==> config.mk <==
export PLATFORM = sky130hd
export DESIGN_NAME = ysyx_25040129_csr_seq
export DESIGN_NICKNAME = d
export VERILOG_FILES = /design/src/rtl/ysyx_25040129_csr_seq_pkg.sv /design/src/rtl/ysyx_25040129_csr_seq_alu.sv /design/src/rtl/ysyx_25040129_csr_seq.sv
export SDC_FILE = /design/constraint.sdc
export NUM_CORES = 1
export LEC_CHECK = 0
export BUFFER_PORTS_ARGS = -buffer_cell sky130_fd_sc_hd__buf_2
export CAP_MARGIN = 20
export CORE_UTILIZATION = 33
export CTS_CLUSTER_SIZE = 8
export DETAILED_ROUTE_END_ITERATION = 12
export SYNTH_ARGS = -nofsm -noshare
export SYNTH_HDL_FRONTEND = slang
export SYNTH_HIERARCHICAL = 1
export SYNTH_SLANG_ARGS = --single-unit
==> constraint.sdc <==
create_clock -name clk -period 7.8 [get_ports clk]
set_clock_uncertainty 0.2 [all_clocks]
set_input_delay 0.39 -clock clk [delete_from_list [all_inputs] [get_ports clk]]
set_output_delay 0.39 -clock clk [all_outputs]
set_load 0.02 [all_outputs]
==> src/rtl/ysyx_25040129_csr_seq_pkg.sv <==
// Shared definitions for the CSR/trap sequencer: op codes, CSR addresses,
// mstatus bit positions, sequencer states and CSR ALU function codes.
package ysyx_25040129_csr_seq_pkg;

    localparam int CSR_DIG_W = 12;
    localparam int XLEN_W    = 32;

    // EXU request op encodings; every other value is illegal
    localparam logic [2:0] OP_RW    = 3'b000;
    localparam logic [2:0] OP_RS    = 3'b001;
    localparam logic [2:0] OP_RC    = 3'b010;
    localparam logic [2:0] OP_ECALL = 3'b011;
    localparam logic [2:0] OP_MRET  = 3'b100;

    // Machine-mode CSR addresses touched by the trap sequences
    localparam logic [CSR_DIG_W-1:0] CSR_MSTATUS = 12'h300;
    localparam logic [CSR_DIG_W-1:0] CSR_MTVEC   = 12'h305;
    localparam logic [CSR_DIG_W-1:0] CSR_MEPC    = 12'h341;
    localparam logic [CSR_DIG_W-1:0] CSR_MCAUSE  = 12'h342;

    // mstatus field positions
    localparam int MSTATUS_MIE    = 3;
    localparam int MSTATUS_MPIE   = 7;
    localparam int MSTATUS_MPP_LO = 11;
    localparam int MSTATUS_MPP_HI = 12;

    typedef enum logic [2:0] {
        FN_RW   = 3'd0,
        FN_RS   = 3'd1,
        FN_RC   = 3'd2,
        FN_TRAP = 3'd3,
        FN_RET  = 3'd4,
        FN_PASS = 3'd5
    } alu_fn_t;

    typedef enum logic [2:0] {
        ST_IDLE   = 3'd0,
        ST_RMW    = 3'd1,
        ST_E_EPC  = 3'd2,
        ST_E_STAT = 3'd3,
        ST_E_VEC  = 3'd4,
        ST_R_EPC  = 3'd5,
        ST_R_STAT = 3'd6,
        ST_RESP   = 3'd7
    } state_t;

endpackage

==> src/rtl/ysyx_25040129_csr_seq_alu.sv <==
// Combinational CSR data path: RW/RS/RC results and the mstatus
// transforms applied on trap entry (ECALL) and trap return (MRET).
module ysyx_25040129_csr_alu
    import ysyx_25040129_csr_seq_pkg::*;
#(
    parameter int XLEN = XLEN_W
) (
    input  alu_fn_t         fn,
    input  logic [XLEN-1:0] old,
    input  logic [XLEN-1:0] src,
    output logic [XLEN-1:0] result
);

    // Select the new CSR value for the requested function
    always_comb begin
        result = old;
        case (fn)
            FN_RW: result = src;
            FN_RS: result = old | src;
            FN_RC: result = old & ~src;
            FN_TRAP: begin
                result[MSTATUS_MPIE]                  = old[MSTATUS_MIE];
                result[MSTATUS_MIE]                   = 1'b0;
                result[MSTATUS_MPP_HI:MSTATUS_MPP_LO] = 2'b11;
            end
            FN_RET: begin
                result[MSTATUS_MIE]                   = old[MSTATUS_MPIE];
                result[MSTATUS_MPIE]                  = 1'b1;
                result[MSTATUS_MPP_HI:MSTATUS_MPP_LO] = 2'b11;
            end
            default: result = old;
        endcase
    end

endmodule

==> src/rtl/ysyx_25040129_csr_seq.sv <==
// Multi-cycle CSR/trap sequencer. Sole owner of the CSR file read and
// write ports; every output is registered. A read address is presented
// in the state that consumes csr_out, and each write step is registered
// at the end of its state, so csr_data/csr_write_addr are stable for the
// whole single-cycle csr_write pulse.
module ysyx_25040129_csr_seq
    import ysyx_25040129_csr_seq_pkg::*;
#(
    parameter int CSR_DIG = CSR_DIG_W,
    parameter int XLEN    = XLEN_W
) (
    input  logic               clk,
    input  logic               rst,
    input  logic               in_valid,
    output logic               in_ready,
    input  logic [2:0]         in_op,
    input  logic [CSR_DIG-1:0] in_addr,
    input  logic [XLEN-1:0]    in_src,
    input  logic               in_src_is_x0,
    input  logic [XLEN-1:0]    in_pc,
    output logic [CSR_DIG-1:0] csr_read_addr,
    input  logic [XLEN-1:0]    csr_out,
    output logic               csr_write,
    output logic [CSR_DIG-1:0] csr_write_addr,
    output logic [XLEN-1:0]    csr_data,
    output logic               out_valid,
    input  logic               out_ready,
    output logic [XLEN-1:0]    out_rd,
    output logic               out_redirect,
    output logic [XLEN-1:0]    out_pc,
    output logic               out_err
);

    state_t             state;
    logic [2:0]         op_r;
    logic [CSR_DIG-1:0] addr_r;
    logic [XLEN-1:0]    src_r;
    logic               x0_r;
    logic [XLEN-1:0]    pc_r;
    alu_fn_t            alu_fn;
    logic [XLEN-1:0]    alu_result;
    logic               rmw_writes;

    ysyx_25040129_csr_alu #(.XLEN(XLEN)) u_alu (
        .fn     (alu_fn),
        .old    (csr_out),
        .src    (src_r),
        .result (alu_result)
    );

    // RS/RC with a zero source are pure reads; RW always writes
    assign rmw_writes = (op_r == OP_RW) || !x0_r;

    // Pick the ALU function from the state that owns the write step
    always_comb begin
        alu_fn = FN_PASS;
        case (state)
            ST_RMW: begin
                case (op_r)
                    OP_RS:   alu_fn = FN_RS;
                    OP_RC:   alu_fn = FN_RC;
                    default: alu_fn = FN_RW;
                endcase
            end
            ST_E_STAT: alu_fn = FN_TRAP;
            ST_R_STAT: alu_fn = FN_RET;
            default:   alu_fn = FN_PASS;
        endcase
    end

    // Sequencer FSM with registered CSR-port and EXU-response outputs
    always_ff @(posedge clk or posedge rst) begin
        if (rst) begin
            state          <= ST_IDLE;
            op_r           <= 3'b000;
            addr_r         <= '0;
            src_r          <= '0;
            x0_r           <= 1'b0;
            pc_r           <= '0;
            in_ready       <= 1'b1;
            csr_read_addr  <= '0;
            csr_write      <= 1'b0;
            csr_write_addr <= '0;
            csr_data       <= '0;
            out_valid      <= 1'b0;
            out_rd         <= '0;
            out_redirect   <= 1'b0;
            out_pc         <= '0;
            out_err        <= 1'b0;
        end else begin
            csr_write <= 1'b0;
            case (state)
                ST_IDLE: begin
                    if (in_valid && in_ready) begin
                        op_r         <= in_op;
                        addr_r       <= in_addr;
                        src_r        <= in_src;
                        x0_r         <= in_src_is_x0;
                        pc_r         <= in_pc;
                        in_ready     <= 1'b0;
                        out_rd       <= '0;
                        out_pc       <= '0;
                        out_redirect <= 1'b0;
                        out_err      <= 1'b0;
                        case (in_op)
                            OP_RW, OP_RS, OP_RC: begin
                                state         <= ST_RMW;
                                csr_read_addr <= in_addr;
                            end
                            OP_ECALL: begin
                                state         <= ST_E_EPC;
                                csr_read_addr <= '0;
                            end
                            OP_MRET: begin
                                state         <= ST_R_EPC;
                                csr_read_addr <= CSR_DIG'(CSR_MEPC);
                            end
                            default: begin
                                state         <= ST_RESP;
                                csr_read_addr <= '0;
                                out_valid     <= 1'b1;
                                out_err       <= 1'b1;
                            end
                        endcase
                    end
                end
                ST_RMW: begin
                    out_rd         <= csr_out;
                    csr_write      <= rmw_writes;
                    csr_write_addr <= addr_r;
                    csr_data       <= alu_result;
                    csr_read_addr  <= '0;
                    out_valid      <= 1'b1;
                    state          <= ST_RESP;
                end
                ST_E_EPC: begin
                    csr_write      <= 1'b1;
                    csr_write_addr <= CSR_DIG'(CSR_MEPC);
                    csr_data       <= pc_r;
                    csr_read_addr  <= CSR_DIG'(CSR_MSTATUS);
                    state          <= ST_E_STAT;
                end
                ST_E_STAT: begin
                    csr_write      <= 1'b1;
                    csr_write_addr <= CSR_DIG'(CSR_MSTATUS);
                    csr_data       <= alu_result;
                    csr_read_addr  <= CSR_DIG'(CSR_MTVEC);
                    state          <= ST_E_VEC;
                end
                ST_E_VEC: begin
                    out_pc        <= csr_out;
                    out_redirect  <= 1'b1;
                    out_valid     <= 1'b1;
                    csr_read_addr <= '0;
                    state         <= ST_RESP;
                end
                ST_R_EPC: begin
                    out_pc        <= csr_out;
                    csr_read_addr <= CSR_DIG'(CSR_MSTATUS);
                    state         <= ST_R_STAT;
                end
                ST_R_STAT: begin
                    csr_write      <= 1'b1;
                    csr_write_addr <= CSR_DIG'(CSR_MSTATUS);
                    csr_data       <= alu_result;
                    csr_read_addr  <= '0;
                    out_redirect   <= 1'b1;
                    out_valid      <= 1'b1;
                    state          <= ST_RESP;
                end
                ST_RESP: begin
                    if (out_ready) begin
                        out_valid <= 1'b0;
                        in_ready  <= 1'b1;
                        state     <= ST_IDLE;
                    end
                end
                default: begin
                    out_valid     <= 1'b0;
                    in_ready      <= 1'b1;
                    csr_read_addr <= '0;
                    state         <= ST_IDLE;
                end
            endcase
        end
    end

endmodule

==> flow_summary.yaml <==
timing:
  drv_slew: 0
  setup_violations: 0
  clock.fmax_mhz: 236
  fin_tns_setup_ps: 0
  finalHoldViolCount: 0
  fin_crit_sh_pct: 54.3
  rsz0062_at_grt: "false"
  maxSlewHeadroom_pct: 30.2
  layout_min_cycle_time_ps: 4240
  worst_pin_slew_ps: 1050
cts:
  cts_root_buf: "clkbuf_16"
  cts_made_buffers: 29
  hold_buffers: 113
  clock_latency_ps: 530
  clk_pin_slew_ps: 50
  htree_levels: 1
  clock_sinks: 208
  tritoncts: "built"
  clk_path_buf_depth: 3
  cts_resized: 0
  postCtsSetupBuffers: 0
die:
  die_x_microns: 169
  coreArea_sq_um: 27200
  initial_core_util_pct: 33.9
  pin_count: 241
  rows: 60
  die_area_sq_um: 28600
  dieHeight_microns: 169
drt:
  viasPerCell: 4.97
  drc: 0
  initialDrtViolationCount: 428
  ant_nets: 0
  via_count: 7485
  wire_per_inst_microns: 18.1
  drt-total-wl_mm: 27.3
  dr.pass1.iters: 5
cells_and_area:
  antenna_cells: 0
  area_growth_pct: 36.3
  final-seq-area_sq_um: 5210
  multi_input_area_sq_um: 3650
  fill_cells: 2537
  finalInstanceArea_sq_um: 12600
  fin_nets: 1240
  utilization_pct: 46.3
  drive_gt1_share_pct: 34.3
synthesis:
  synth_compound_area_share_pct: 12.9
  synth_top_area_share_pct: 56.2
  synthAdderAreaFrac_pct: 0.109
  yosys_warnings: 6
  synthSimpleGateAreaFrac_pct: 8.50
  synth_xor_area_share_pct: 0
  ys.flop_type: "dfrtp_1"
  synth_enable_flop_cells: 0
  muxShareOfSynthArea_pct: 17.7
  synth_nets: 900
  async_flop_share_pct: 100
  synth_cell_type_count: 51
  syn_area_per_cell_sq_um: 11.8
  synth_top_area_cell: "dfrtp_1"
  yosysMostFrequentCell: "dfrtp_1"
  synth_common_cells: "207 x dfrtp_1, 139 x nand2_1, 90 x mux2_2"
  syn_area_sq_um: 9230
  syn_inst: 784
  synth.area.top_cells: "dfrtp_1 56%, mux2_2 11%, mux2_1 6.7%"
  ys_ff_latch: 208
  synth_top_family_by_area: "multiplexers"
  ys_seq_area_share_pct: 56.4
grt:
  grtUsageTotal_pct: 19.2
  grt_pass1_vias: 7690
  grt_max_degree: 101
  grt.overflow.total: 0
  grt_pass1_wl_mm: 43.3
  antenna_found_initial: 0
min_path:
  hp-class: "in2reg"
  hold_depth: 4
  worstHoldStart: "out_ready"
  holdPathEnd: "state[1]"
setup_path:
  worstReg2RegEnd: "csr_data[3]"
  ff2ff_path_depth: 9
  cp-start-kind: "register"
  crit_path_max_fanout: 21
  cp_slowest_cell: "nor2_1"
  timing.rr.start: "state[2]"
  path_delay_family: "simple AND/OR/NAND/NOR gates"
  path_class: "reg2reg"
  setup.worst_path.end_class: "register"
  cp_cell_sequence: "inv_1 > nand2_1 > nor2_1 > inv_1 > buf_16 > nor3_1 > o22ai_1 > mux2_2 > mux2_2"
  reg2reg_slack_ps: 3560
  critPathBufInv: 3
  cp.arrival_ps: 4450
  max_stage_delay_ps: 880
  crit_required_ps: 8010
power_and_ir_drop:
  vdd_ir_drop_max_v: 0.000212
  cellPowerDensity_nw_per_um2: 384
  p_leak_nw: 6.02
placement:
  place.gp.congestion: 0.814
  dpl_cell_area_sq_um: 10600
  io_buffers: 240
  dpl.hpwl_mm: 16.9
status:
  status: "complete, no violations"
flow_run:
  drv_cap: 0
-- kinds of logic (layout without fill, tap and decap cells) --
kind of cell	count (synthesis)	after routing
AO/OA/AOI/OAI	187	187
adder cells (fa/ha/maj)	1	1
buffers and inverters	63	413
flip-flops	208	208
multiplexers	145	145
AND/OR/NAND/NOR	180	180
-- report_power, final --
part,internal (mW),total [mW],switching (mW)
combinational,0.765,1.86,1.10
clock,0.668,1.11,0.442
sequential,1.55,1.85,0.301
-- per-layer routing --
| layer | routed length [microns] | part of all wire [%] | global-route usage [%] |
|---|---|---|---|
| met1 | 12000 | 44 | 25.2 |
| met2 | 13100 | 48 | 33.0 |
| met3 | 1490 | 5.5 | 3.10 |
| met4 | 645 | 2.4 | 5.29 |
| met5 | 0 | 0 | 0 |
-- through the flow --
step / power (mW) / std cells / worst slack (ps) / hold WS, ps
floorplan: 3.05 / 784 / 1530 / 235
global placement: 3.64 / 1349 / 3460 / 268
detailed placement: 3.70 / 1350 / 3480 / 265
CTS: 4.88 / 1504 / 3470 / 9.78
global route: 5.14 / 1506 / 3090 / 61.3
finish: 4.83 / 1506 / 3560 / 15.6
-- cells in the final DEF (no fill, tap or decap), drive strengths merged, types with 3 or more instances in the layout --
cell type	count
a21oi	14
a22o	44
a311oi	3
a31oi	3
buf	250
clkbuf	40
dfrtp	207
dlygate4sd3	113
inv	10
mux2	145
nand2	139
nand2b	3
nor2	17
nor3	3
nor3b	3
o211ai	3
o21ai	102
o22ai	3
-- state kept, by name, indices dropped and copies added (netlist names) --
name            count
in_ready            1
csr_write_addr     12
csr_write           1
op_r                3
out_redirect        1
pc_r               32
src_r              32
state               3
addr_r             12
out_valid           1
csr_read_addr      12
out_pc             32
out_err             1
csr_data           32
x0_r                1
out_rd             32
-- worst max path at each step --
stage | start | end | slack (ps) | cells past startpoint
final | state[2] | csr_data[3] | 3560 | 9
after global routing | state[2] | csr_data[3] | 3090 | 9
after CTS | state[2] | csr_data[3] | 3470 | 9
after detailed placement | state[2] | csr_data[3] | 3480 | 9
after global placement | state[2] | csr_data[3] | 3460 | 8
after floorplan | rst | addr_r[0] | 1530 | 1
-- worst reg2reg max path: cells and delay by family (launching register included) --
family | cells | cell delay, ps
DFF | 1 | 630
buffers and inverters | 3 | 1160
AOI/OAI and AO/OA | 1 | 120
and+or+nand+nor | 3 | 1430
muxes | 2 | 570
-- area by class of cell --
type / count / area share, %
inverters: 9 / 0.328
clock buffers: 40 / 6.10
clock inverters: 1 / 0.0696
well taps: 372 / 3.70
multi-input cells: 513 / 29.0
repair buffers: 363 / 19.4
flip-flops and latches: 208 / 41.4
Power figures use the tool's default switching activity.
